==> src/rtl/apb_ucpd_tx_ctrl_pkg.sv <==
// UCPD transmit sequencer shared definitions.
// State, frame-kind and phase-length constants used by the tx datapath.
package apb_ucpd_tx_ctrl_pkg;

  localparam logic [2:0] ST_IDLE = 3'd0;
  localparam logic [2:0] ST_PRE  = 3'd1;
  localparam logic [2:0] ST_SOP  = 3'd2;
  localparam logic [2:0] ST_DATA = 3'd3;
  localparam logic [2:0] ST_CRC  = 3'd4;
  localparam logic [2:0] ST_EOP  = 3'd5;
  localparam logic [2:0] ST_WAIT = 3'd6;

  localparam logic [1:0] KIND_MSG  = 2'd0;
  localparam logic [1:0] KIND_HRST = 2'd1;
  localparam logic [1:0] KIND_CRST = 2'd2;

  localparam logic [1:0] MODE_CRST = 2'b01;

  localparam int UCPD_PRE_BITS  = 128;
  localparam int UCPD_SOP_BITS  = 20;
  localparam int UCPD_CRC_BITS  = 40;
  localparam int UCPD_EOP_BITS  = 5;
  localparam int UCPD_WAIT_BITS = 16;
  localparam int UCPD_BYTE_BITS = 10;

  // phases a hard reset may cut short
  function automatic logic abortable(
    input logic [2:0] st
  );
    return (st == ST_PRE) || (st == ST_SOP) ||
           (st == ST_DATA) || (st == ST_CRC);
  endfunction

endpackage

==> src/rtl/apb_ucpd_edge_det.sv <==
// Registered rising-edge detector.
// The history register clears on reset, so a high level counts as an edge.
module apb_ucpd_edge_det (
  input  logic ic_clk,
  input  logic ic_rst,
  input  logic sig,
  output logic rise
);

  logic sig_q;

  always_ff @(posedge ic_clk) begin
    if (ic_rst) sig_q <= 1'b0;
    else        sig_q <= sig;
  end

  assign rise = sig & ~sig_q;

endmodule

==> src/rtl/apb_ucpd_tx_ctrl.sv <==
// UCPD transmit sequencer: preamble, SOP, payload, CRC, EOP, gap.
// Counts bit strobes per phase and drives enables, pulses and requests.
module apb_ucpd_tx_ctrl
  import apb_ucpd_tx_ctrl_pkg::*;
#(
  parameter int PRE_BITS  = UCPD_PRE_BITS,
  parameter int SOP_BITS  = UCPD_SOP_BITS,
  parameter int CRC_BITS  = UCPD_CRC_BITS,
  parameter int EOP_BITS  = UCPD_EOP_BITS,
  parameter int WAIT_BITS = UCPD_WAIT_BITS,
  parameter int PAYSZ_W   = 10
) (
  input  logic               ic_clk,
  input  logic               ic_rst,
  input  logic               bit_clk_red,
  input  logic               transmit_en,
  input  logic               tx_hrst,
  input  logic [1:0]         tx_mode,
  input  logic [PAYSZ_W-1:0] tx_paysz,
  output logic               pre_en,
  output logic               sop_en,
  output logic               data_en,
  output logic               crc_en,
  output logic               eop_en,
  output logic               tx_sop_cmplt,
  output logic               tx_data_cmplt,
  output logic               tx_crc_cmplt,
  output logic               tx_eop_cmplt,
  output logic               tx_wait_cmplt,
  output logic               txfifo_ld_en,
  output logic               txdr_req,
  output logic               tx_msg_disc,
  output logic               tx_hrst_disc,
  output logic               tx_busy
);

  logic [2:0]         state;
  logic [2:0]         nxt;
  logic [1:0]         kind;
  logic [7:0]         bit_cnt;
  logic [7:0]         last_cnt;
  logic [PAYSZ_W-1:0] byte_left;
  logic               hrst_pend;
  logic               req_q;
  logic               msg_rise;
  logic               hrst_rise;
  logic               busy;
  logic               abort;
  logic               phase_end;
  logic               sop_end;
  logic               data_end;
  logic               byte_last;
  logic               is_msg;

  apb_ucpd_edge_det u_msg_edge (
    .ic_clk (ic_clk),
    .ic_rst (ic_rst),
    .sig    (transmit_en),
    .rise   (msg_rise)
  );

  apb_ucpd_edge_det u_hrst_edge (
    .ic_clk (ic_clk),
    .ic_rst (ic_rst),
    .sig    (tx_hrst),
    .rise   (hrst_rise)
  );

  always_comb begin
    last_cnt = 8'd0;
    unique case (state)
      ST_PRE:  last_cnt = 8'(PRE_BITS - 1);
      ST_SOP:  last_cnt = 8'(SOP_BITS - 1);
      ST_DATA: last_cnt = 8'(UCPD_BYTE_BITS - 1);
      ST_CRC:  last_cnt = 8'(CRC_BITS - 1);
      ST_EOP:  last_cnt = 8'(EOP_BITS - 1);
      ST_WAIT: last_cnt = 8'(WAIT_BITS - 1);
      default: last_cnt = 8'd0;
    endcase
  end

  assign busy      = state != ST_IDLE;
  assign is_msg    = kind == KIND_MSG;
  assign byte_last = byte_left == PAYSZ_W'(1);
  assign abort     = hrst_rise && abortable(state)
                  && kind != KIND_HRST;
  assign phase_end = busy && bit_clk_red
                  && bit_cnt == last_cnt;
  assign sop_end   = phase_end && !abort
                  && state == ST_SOP;
  assign data_end  = phase_end && !abort
                  && state == ST_DATA;

  always_comb begin
    nxt = ST_IDLE;
    unique case (state)
      ST_PRE:  nxt = ST_SOP;
      ST_SOP: begin
        if (!is_msg)              nxt = ST_WAIT;
        else if (byte_left == '0) nxt = ST_CRC;
        else                      nxt = ST_DATA;
      end
      ST_DATA: nxt = byte_last ? ST_CRC : ST_DATA;
      ST_CRC:  nxt = ST_EOP;
      ST_EOP:  nxt = ST_WAIT;
      default: nxt = ST_IDLE;
    endcase
  end

  always_ff @(posedge ic_clk) begin
    if (ic_rst) begin
      state     <= ST_IDLE;
      kind      <= KIND_MSG;
      bit_cnt   <= 8'd0;
      byte_left <= '0;
      hrst_pend <= 1'b0;
      req_q     <= 1'b0;
    end else begin
      req_q <= 1'b0;
      if (!busy) begin
        bit_cnt <= 8'd0;
        if (hrst_rise || hrst_pend) begin
          state     <= ST_PRE;
          kind      <= KIND_HRST;
          hrst_pend <= 1'b0;
        end else if (msg_rise) begin
          state     <= ST_PRE;
          kind      <= (tx_mode == MODE_CRST)
                     ? KIND_CRST : KIND_MSG;
          byte_left <= tx_paysz;
          req_q     <= tx_mode != MODE_CRST;
        end
      end else if (abort) begin
        state   <= ST_PRE;
        kind    <= KIND_HRST;
        bit_cnt <= 8'd0;
      end else begin
        // late hard reset waits for the frame to drain
        if (hrst_rise && kind != KIND_HRST &&
            (state == ST_EOP || state == ST_WAIT))
          hrst_pend <= 1'b1;
        if (phase_end) begin
          state   <= nxt;
          bit_cnt <= 8'd0;
          if (state == ST_DATA)
            byte_left <= byte_left - PAYSZ_W'(1);
        end else if (bit_clk_red) begin
          bit_cnt <= bit_cnt + 8'd1;
        end
      end
    end
  end

  assign pre_en  = state == ST_PRE;
  assign sop_en  = state == ST_SOP;
  assign data_en = state == ST_DATA;
  assign crc_en  = state == ST_CRC;
  assign eop_en  = state == ST_EOP;
  assign tx_busy = busy;

  assign tx_sop_cmplt  = sop_end;
  assign tx_data_cmplt = data_end && byte_last;
  assign tx_crc_cmplt  = phase_end && !abort
                      && state == ST_CRC;
  assign tx_eop_cmplt  = phase_end && state == ST_EOP;
  assign tx_wait_cmplt = phase_end && state == ST_WAIT;

  assign txfifo_ld_en = (sop_end && is_msg
                      && byte_left != '0)
                     || (data_end
                      && byte_left > PAYSZ_W'(1));
  assign txdr_req     = req_q || (data_end
                      && byte_left > PAYSZ_W'(2));

  assign tx_msg_disc  = msg_rise
                     && (busy || hrst_pend || hrst_rise);
  assign tx_hrst_disc = hrst_rise
                     && (hrst_pend
                      || (busy && kind == KIND_HRST));

endmodule

==> config.mk <==
export PLATFORM = sky130hd
export DESIGN_NAME = apb_ucpd_tx_ctrl
export DESIGN_NICKNAME = d
export VERILOG_FILES = /design/src/rtl/apb_ucpd_tx_ctrl_pkg.sv /design/src/rtl/apb_ucpd_edge_det.sv /design/src/rtl/apb_ucpd_tx_ctrl.sv
export SDC_FILE = /design/constraint.sdc
export NUM_CORES = 1
export LEC_CHECK = 0
export ABC_AREA = 1
export CORE_UTILIZATION = 54
export CTS_CLUSTER_SIZE = 8
export DETAILED_ROUTE_END_ITERATION = 10
export GPL_ROUTABILITY_DRIVEN = 0
export PLACE_DENSITY = 0.77
export SLEW_MARGIN = 20
export SYNTH_ARGS = -nofsm -noshare
export SYNTH_HDL_FRONTEND = slang
export SYNTH_HIERARCHICAL = 1
export SYNTH_SLANG_ARGS = --single-unit
==> constraint.sdc <==
create_clock -name ic_clk -period 6.1 [get_ports ic_clk]
set_input_delay 1.83 -clock ic_clk [delete_from_list [all_inputs] [get_ports ic_clk]]
set_output_delay 1.83 -clock ic_clk [all_outputs]
set_load 0.005 [all_outputs]
==> results of run 1 <==
-- logic make-up after synthesis --
logic type,count (synthesis)
buf+inv,45
compound gates,46
fa+ha+maj,6
simple gates,179
xor+xnor,5
flops,27
-- area by class of cell --
type	instances	share of cell area, %
multi-input cells	236	51.0
flip-flops and latches	27	24.5
inverters	40	6.80
well taps	44	2.49
repair buffers	31	14.0
clock buffers	4	1.19
-- flip-flops by register name, indices dropped and copies added, names as in the netlist --
register,cells
req_q,1
hrst_pend,1
state,3
kind,2
u_msg_edge/sig_q,1
byte_left,10
bit_cnt,8
u_hrst_edge/sig_q,1
-- synthesized netlist by cell type --
| master | count |
|---|---|
| nand2_2 | 2 |
| buf_2 | 1 |
| clkbuf_1 | 3 |
| nand3b_1 | 3 |
| a22oi_2 | 1 |
| ha_1 | 6 |
| xor2_1 | 5 |
| nand3_1 | 25 |
| dfxtp_1 | 27 |
| nand3_2 | 2 |
| o21ai_0 | 15 |
| nand2_1 | 79 |
| inv_1 | 38 |
| a21oi_1 | 24 |
| nor3_1 | 3 |
| a31oi_1 | 3 |
| o22ai_1 | 1 |
| nand4_1 | 2 |
| a31o_2 | 1 |
| or2_2 | 1 |
| nor2_4 | 1 |
| nor2_1 | 58 |
| nor3b_1 | 1 |
| o21a_1 | 1 |
| buf_6 | 1 |
| nor4_1 | 2 |
| inv_2 | 2 |
-- power groups by stage --
| stage | Sequential (mW) | Clock, mW | Combinational (mW) |
|---|---|---|---|
| 2_1_floorplan | 0.258 | 0 | 0.480 |
| 3_3_place_gp | 0.269 | 0 | 0.599 |
| 3_5_place_dp | 0.270 | 0 | 0.607 |
| 4_1_cts | 0.267 | 0.0824 | 0.611 |
| 5_1_grt | 0.276 | 0.0898 | 0.699 |
| 6_report | 0.268 | 0.0795 | 0.614 |
-- worst max-delay path: cells and delay by family --
kind,cells,cell delay (ps)
AO/OA/AOI/OAI,1,130
AND/OR/NAND/NOR,7,720
buffers and inverters,4,1270
-- metal layers --
layer,vias to the layer above,global-route usage [%],share of wire (%)
met5,-,0,0
met4,0,4.87,0.60
met3,4,5.12,5.9
met2,44,41.1,45
met1,894,37.0,49
li1,1048,-,-
-- worst max-delay path by stage --
stage                    to  slack (ps)  depth (start not counted)
3_3_place_gp   txfifo_ld_en         380                         12
2_1_floorplan  txfifo_ld_en        1590                         10
4_1_cts        txfifo_ld_en         320                         12
3_5_place_dp   txfifo_ld_en         340                         12
6_report       txfifo_ld_en         320                         12
5_1_grt        txfifo_ld_en         170                         12
-- per-stage QoR --
stage | std cells | power [mW]
6_report | 382 | 0.962
5_1_grt | 382 | 1.06
4_1_cts | 382 | 0.960
3_5_place_dp | 378 | 0.878
3_3_place_gp | 378 | 0.869
2_1_floorplan | 308 | 0.738
==> impl_metrics.tcl, run 1 <==
set metrics [dict create \
    r2r_cells 9 \
    cts_tree "done" \
    p_int_uw 463 \
    start_util_pct 58.5 \
    vias_per_cell 5.21 \
    worst_path_most_repeated_cell "nor2_1" \
    tns_ps 0 \
    rows 20 \
    slew_headroom_pct 54.6 \
    most-common-layout-cells "79 x nand2_1, 58 x nor2_1, 38 x inv_1" \
    hold_violations 0 \
    worstMarginPinSlew_ps 681 \
    layout-drive-gt1-share_pct 3.85 \
    grt_pass1_vias 1605 \
    drt_iter0_markers 169 \
    max_stage_delay_ps 540 \
    grt_max_degree 17 \
    hold_ws_ps 499 \
    arrival_ps 3950 \
    power_switching_share_pct 51.8 \
    postCtsSetupRepairBufs 0 \
    synthMuxAreaShare_pct 0 \
    min-delay-start "hrst_pend" \
    finish.net_count 362 \
    wl_mm 4.50 \
    slew_viol_final 0 \
    cts_max_level 1 \
    end_kind "primary output" \
    clock_skew_ps 2.11 \
    clk_path_buf_depth 2 \
    clock.fmax_mhz 173 \
    synth_compound_area_share_pct 13.5 \
    insertion_delay_ps 330 \
    finish.utilization_pct 70.1 \
    crit_fanout 6 \
    critical_path_class "in -> out" \
    cts.sinks 27 \
    multi_input_area_um2 1130 \
    timing.final.ws_setup_ps 320 \
    dr.pass1.iters 4 \
    synth_top_area_cell "dfxtp_1" \
    synth-simple-area-share_pct 41.2 \
    worstReg2RegStart "state[0]" \
    place_hpwl_mm 3.42 \
    r2r_slack_ps 3350 \
    pwr-share-seq_pct 27.9 \
    cts_root_buf "clkbuf_4" \
    fin_area_um2 2210 \
    die-area_um2 3660 \
    clkPwrFrac_pct 8.3 \
    cts.repair.resized 0 \
    required_ps 4270 \
    p_leak_nw 1.01 \
    fin_crit_ps 5780 \
    die_w_um 60.5 \
    fin_crit_sh_pct 94.7 \
    ys_seq_area_share_pct 29.3 \
    synth_area_per_cell_um2 5.99 \
    syn_inst 308 \
    fillCellCount 314 \
    hold_path.class "reg -> reg" \
    hold_buffers 0 \
    dpl_cell_area_um2 2180 \
    final_common_cell "nand2_1" \
    slowest_stage "clkdlybuf4s50_1" \
    synth_top_family_by_area "simple AND/OR/NAND/NOR gates" \
    p_switching_uw 498 \
    fp.dieH_um 60.5 \
    io_buffers 31 \
    wl_per_cell_um 11.8 \
    drc 0 \
    start_kind "input pin" \
    crit_path_start "bit_clk_red" \
    ys_types 27 \
    outcome "finished clean" \
    cts_buffers 3 \
    vias 1990 \
    synth_seq_cells 27 \
    antenna_found_initial 0 \
    dp_slack_ps 339 \
    hold_end "hrst_pend" \
    grtUsageTotal_pct 26.0 \
    drtAntennaViolNets 0 \
    core_um2 3150 \
    overflow 0 \
    synth.top_cells.by_area "dfxtp_1 29%, nand2_1 16%, nor2_1 12%" \
    rr_endpoint "byte_left[5]" \
    synth_top_area_share_pct 29.3 \
    worstHoldPathCells 2 \
    rsz0062_at_grt "false" \
    synth_xor_area_share_pct 2.37 \
    regArea_um2 541 \
    syn-cell-area_um2 1850 \
    grt_first_pass_wirelength_mm 7.11 \
    antennaDiodeCount 0 \
    comb_power_share_pct 63.9 \
    path_clk_slew_ps 140 \
    path_cells "clkdlybuf4s50_1, inv_1, nor2_1, nand3_1, nor2_1, nand2_1, nor2_1, nand3_2, inv_1, nand2_1, o22ai_1, clkdlybuf4s50_1" \
    synth_fp_nets 331 \
    yosys_warnings 6 \
    area_growth_pct 19.7 \
    finalSetupViolations 0 \
    io_pins 32 \
    p_per_area_nw_per_um2 435 \
    drv_cap 0 \
    ir_drop_mv 0.279 \
    synth_adder_area_share_pct 4.07 \
]
Note: power is estimated with default switching activity, not from simulation.
==> inputs of run 2 (changes only) <==
--- a/config.mk
+++ b/config.mk
@@ -6,11 +6,11 @@
 export NUM_CORES = 1
 export LEC_CHECK = 0
 export ABC_AREA = 1
-export CORE_UTILIZATION = 54
+export CORE_UTILIZATION = 53
 export CTS_CLUSTER_SIZE = 8
 export DETAILED_ROUTE_END_ITERATION = 10
 export GPL_ROUTABILITY_DRIVEN = 0
-export PLACE_DENSITY = 0.77
+export PLACE_DENSITY = 0.76
 export SLEW_MARGIN = 20
 export SYNTH_ARGS = -nofsm -noshare
 export SYNTH_HDL_FRONTEND = slang
==> constraint.sdc (replaced) <==
create_clock -name ic_clk -period 6 [get_ports ic_clk]
set_input_delay 1.8 -clock ic_clk [delete_from_list [all_inputs] [get_ports ic_clk]]
set_output_delay 1.8 -clock ic_clk [all_outputs]
set_load 0.005 [all_outputs]
==> impl_metrics.tcl, run 2 (synthesized netlist as in run 1, its figures left out) <==
set metrics [dict create \
    outcome "finished clean" \
    drtAntennaViolNets 0 \
    cts_tree "done" \
    place_hpwl_mm 3.30 \
    wl_mm 4.39 \
    slew_viol_final 0 \
    busiest_layer "met2" \
    hold_violations 0 \
    drv_cap 0 \
    drt_iter0_markers 173 \
    tns_ps 0 \
    finalSetupViolations 0 \
    area_growth_pct 19.9 \
    dr.pass1.iters 4 \
    die-area_um2 3720 \
    dpl_cell_area_um2 2190 \
    post-place-cells 380 \
    cts_buffers 3 \
    fin_cells 384 \
    core_um2 3340 \
    finish.net_count 362 \
    antennaDiodeCount 0 \
    insertion_delay_ps 340 \
    vias 1941 \
    start_kind "input pin" \
    path_clk_slew_ps 160 \
    slew_headroom_pct 53.0 \
    clock_skew_ps 9.35 \
    grt_max_degree 17 \
    most-common-layout-cells "79 x nand2_1, 58 x nor2_1, 38 x inv_1" \
    largest_register_ffs 10 \
    p_per_area_nw_per_um2 441 \
    antenna_found_initial 0 \
    cts.sinks 27 \
    io_pins 32 \
    fin_crit_sh_pct 95.3 \
    overflow 0 \
    rsz0062_at_grt "false" \
    vias_per_cell 5.05 \
    fin_area_um2 2210 \
    ir_drop_mv 0.233 \
    grt_first_pass_wirelength_mm 6.93 \
    fp.dieH_um 61.0 \
    met1_usage_pct 36.1 \
    grtUsageMet2_pct 38.8 \
    end_kind "primary output" \
    layout-drive-gt1-share_pct 4.14 \
    die_w_um 61.0 \
    regMostFlops "byte_left" \
    required_ps 4200 \
    drc 0 \
    hold_buffers 0 \
    cts_max_level 1 \
    hold_ws_ps 502 \
    worstMarginPinSlew_ps 704 \
    fin_crit_ps 5720 \
    clock.fmax_mhz 175 \
    final_common_cell "nand2_1" \
    cts_root_buf "clkbuf_4" \
    crit_fanout 6 \
    finish.utilization_pct 66.3 \
    postCtsSetupRepairBufs 0 \
    gr-usage-met3_pct 3.15 \
    p_leak_nw 1.01 \
    start_util_pct 55.3 \
    critical_path_class "in -> out" \
    grtUsageTotal_pct 25.0 \
    rows 21 \
    io_buffers 31 \
    top_regs "byte_left: 10 flops, bit_cnt: 8 flops, state: 3 flops" \
    hold_path.class "reg -> reg" \
    grt_pass1_vias 1592 \
    cts.repair.resized 0 \
    wl_per_cell_um 11.4 \
    clk_path_buf_depth 2 \
    arrival_ps 3920 \
]
## run 2: cell types whose count changed in the layout (fill, tap and decap cells not counted), sizes merged
cell / before / now
clkbuf: 4 / 3
clkinv: 0 / 1
## run 2: area by class of cell
class | instances | area (um^2)
multi-input cells | 236 | 1130
fillers | 322 | 1120
flip-flops and latches | 27 | 541
repair buffers | 31 | 310
inverters | 40 | 150
well taps | 46 | 57.6
clock buffers | 3 | 22.5
clock inverters | 1 | 5.00
## run 2: worst paths after layout
check	start	to	slack (ps)	cells after the start
setup / recovery	bit_clk_red	txfifo_ld_en	280	12
hold reg to reg	hrst_pend	hrst_pend	500	2
hold / removal	hrst_pend	hrst_pend	500	2
setup reg to reg	state[0]	byte_left[3]	3230	9
## run 2: power by group
| group | internal (mW) | switching (mW) |
|---|---|---|
| clock | 0.0251 | 0.0583 |
| sequential | 0.224 | 0.0467 |
| combinational | 0.220 | 0.402 |
| total | 0.469 | 0.507 |
## run 2: layer usage
layer	up-vias	wire [um]
met5	-	0
met2	52	1900
met4	0	46
met3	5	211
li1	1041	-
met1	843	2230
## run 2: per-stage QoR
step,power [mW],setup slack [ps]
2_1_floorplan,0.750,1550
3_5_place_dp,0.885,298
4_1_cts,0.967,293
6_report,0.976,279
5_1_grt,1.08,121
3_3_place_gp,0.880,312
## run 2: worst max-delay path, stage by stage
cell and delay [ps]:
clkdlybuf4s50_1 530, inv_1 90, nor2_1 90, nand3_1 80, nor2_1 110, nand2_1 50, nor2_1 140, nand3_2 180
inv_1 120, nand2_1 50, o22ai_1 140, clkdlybuf4s50_1 530
==> inputs of run 3 (changes only) <==
==> constraint.sdc (replaced) <==
create_clock -name ic_clk -period 6 [get_ports ic_clk]
set_input_delay 1.8 -clock ic_clk [delete_from_list [all_inputs] [get_ports ic_clk]]
set_output_delay 1.8 -clock ic_clk [all_outputs]
set_load 0.02 [all_outputs]
==> impl_metrics.tcl, run 3 (synthesized netlist as in run 1, its figures left out) <==
set metrics [dict create \
    pwr-share-seq_pct 27.6 \
    die_w_um 61.0 \
    cts_tree "done" \
    p_switching_uw 514 \
    rows 21 \
    max_stage_delay_ps 630 \
    final_common_cell "nand2_1" \
    wl_per_cell_um 11.2 \
    fin_crit_sh_pct 95.6 \
    vias_per_cell 5.03 \
    fillCellCount 343 \
    finalSetupViolations 0 \
    grtUsageTotal_pct 23.9 \
    end_kind "primary output" \
    totalPowerFinal_uw 987 \
    regMostFlops "byte_left" \
    top_regs "byte_left: 10 flops, bit_cnt: 8 flops, state: 3 flops" \
    clk_path_buf_depth 2 \
    outcome "finished clean" \
    fp.dieH_um 61.0 \
    io_buffers 31 \
    comb_power_share_pct 64.5 \
    path_cells "clkdlybuf4s50_1, inv_1, nor2_1, nand3_1, nor2_1, nand2_1, nor2_1, nand3_2, inv_1, nand2_1, o22ai_1, clkdlybuf4s50_1" \
    drtAntennaViolNets 0 \
    postCtsSetupRepairBufs 0 \
    antenna_found_initial 0 \
    most-common-layout-cells "79 x nand2_1, 58 x nor2_1, 38 x inv_1" \
    path_clk_slew_ps 140 \
    power_switching_share_pct 52.1 \
    area_growth_pct 20.3 \
    place_hpwl_mm 3.29 \
    grt_first_pass_wirelength_mm 6.60 \
    hold_path.class "reg -> reg" \
    drc 0 \
    start_util_pct 55.3 \
    cts.sinks 27 \
    core_um2 3340 \
    r2r_slack_ps 3260 \
    cts_buffers 3 \
    cts_max_level 1 \
    worstMarginPinSlew_ps 698 \
    clkPwrFrac_pct 8.0 \
    fin_crit_ps 5740 \
    slew_viol_final 0 \
    p_int_uw 473 \
    io_pins 32 \
    clock.fmax_mhz 174 \
    cts_root_buf "clkbuf_4" \
    ir_drop_mv 0.188 \
    vias 1937 \
    drt_iter0_markers 87 \
    arrival_ps 3940 \
    required_ps 4200 \
    die-area_um2 3720 \
    grt_max_degree 17 \
    tns_ps 0 \
    start_kind "input pin" \
    dp_slack_ps 278 \
    finish.net_count 363 \
    slowest_stage "clkdlybuf4s50_1" \
    largest_register_ffs 10 \
    p_per_area_nw_per_um2 445 \
    rsz0062_at_grt "false" \
    clock_skew_ps 1.37 \
    critical_path_class "in -> out" \
    insertion_delay_ps 320 \
    crit_fanout 5 \
    wl_mm 4.31 \
    hold_buffers 0 \
    hold_violations 0 \
    p_leak_nw 1.01 \
    antennaDiodeCount 0 \
    cts.repair.resized 0 \
    grt_pass1_vias 1516 \
    timing.final.ws_setup_ps 263 \
    dr.pass1.iters 4 \
    layout-drive-gt1-share_pct 4.13 \
    slew_headroom_pct 53.5 \
    overflow 0 \
    worst_path_most_repeated_cell "nor2_1" \
    drv_cap 0 \
]
-- run 3: cell count changes in the layout (fill, tap and decap cells not counted), sizes merged --
cell    change
clkinv      -1
clkbuf      +1
buf         +1
-- run 3: per-stage QoR --
| step | instances | util [%] | instance area, um^2 | hold slack, ps |
|---|---|---|---|---|
| 2_1_floorplan | 308 | - | 1850 | 446 |
| 3_3_place_gp | 381 | 65.7 | 2190 | 475 |
| 3_5_place_dp | 381 | 65.7 | 2190 | 477 |
| 4_1_cts | 385 | 66.5 | 2220 | 498 |
| 5_1_grt | 385 | 66.5 | 2220 | 526 |
| 6_report | 385 | 66.5 | 2220 | 503 |
-- run 3: metal layers --
| metal | track usage [%] | up-vias | routed length [um] |
|---|---|---|---|
| met5 | 0 | - | 0 |
| met4 | 3.90 | 0 | 24 |
| met3 | 5.04 | 2 | 212 |
| met2 | 38.1 | 44 | 1940 |
| met1 | 33.8 | 846 | 2130 |
| li1 | - | 1045 | - |
-- run 3: power by group through the flow --
| stage | clock (mW) | combinational, mW | sequential [mW] |
|---|---|---|---|
| after floorplan | 0 | 0.503 | 0.262 |
| after CTS | 0.0821 | 0.633 | 0.271 |
| after global placement | 0 | 0.624 | 0.274 |
| after detailed placement | 0 | 0.630 | 0.274 |
| after global routing | 0.0877 | 0.724 | 0.279 |
| final | 0.0786 | 0.636 | 0.272 |
-- run 3: path summary, 6_finish.rpt --
check | start | end | cells past startpoint
hold / removal | hrst_pend | hrst_pend | 2
hold reg to reg | hrst_pend | hrst_pend | 2
setup / recovery | bit_clk_red | txfifo_ld_en | 12
setup reg to reg | state[0] | byte_left[1] | 9
-- run 3: cell type report --
| type | count | area [um^2] | share of cell area [%] |
|---|---|---|---|
| clock buffers | 4 | 26.3 | 1.18 |
| well taps | 46 | 57.6 | 2.59 |
| repair buffers | 32 | 318 | 14.3 |
| flip-flops and latches | 27 | 541 | 24.4 |
| inverters | 40 | 150 | 6.76 |
| multi-input cells | 236 | 1130 | 50.8 |
-- run 3: critical path: cells and delay by family --
kind | cells | cell delay [ps]
AO/OA/AOI/OAI | 1 | 140
AND/OR/NAND/NOR | 7 | 660
buffers and inverters | 4 | 1340
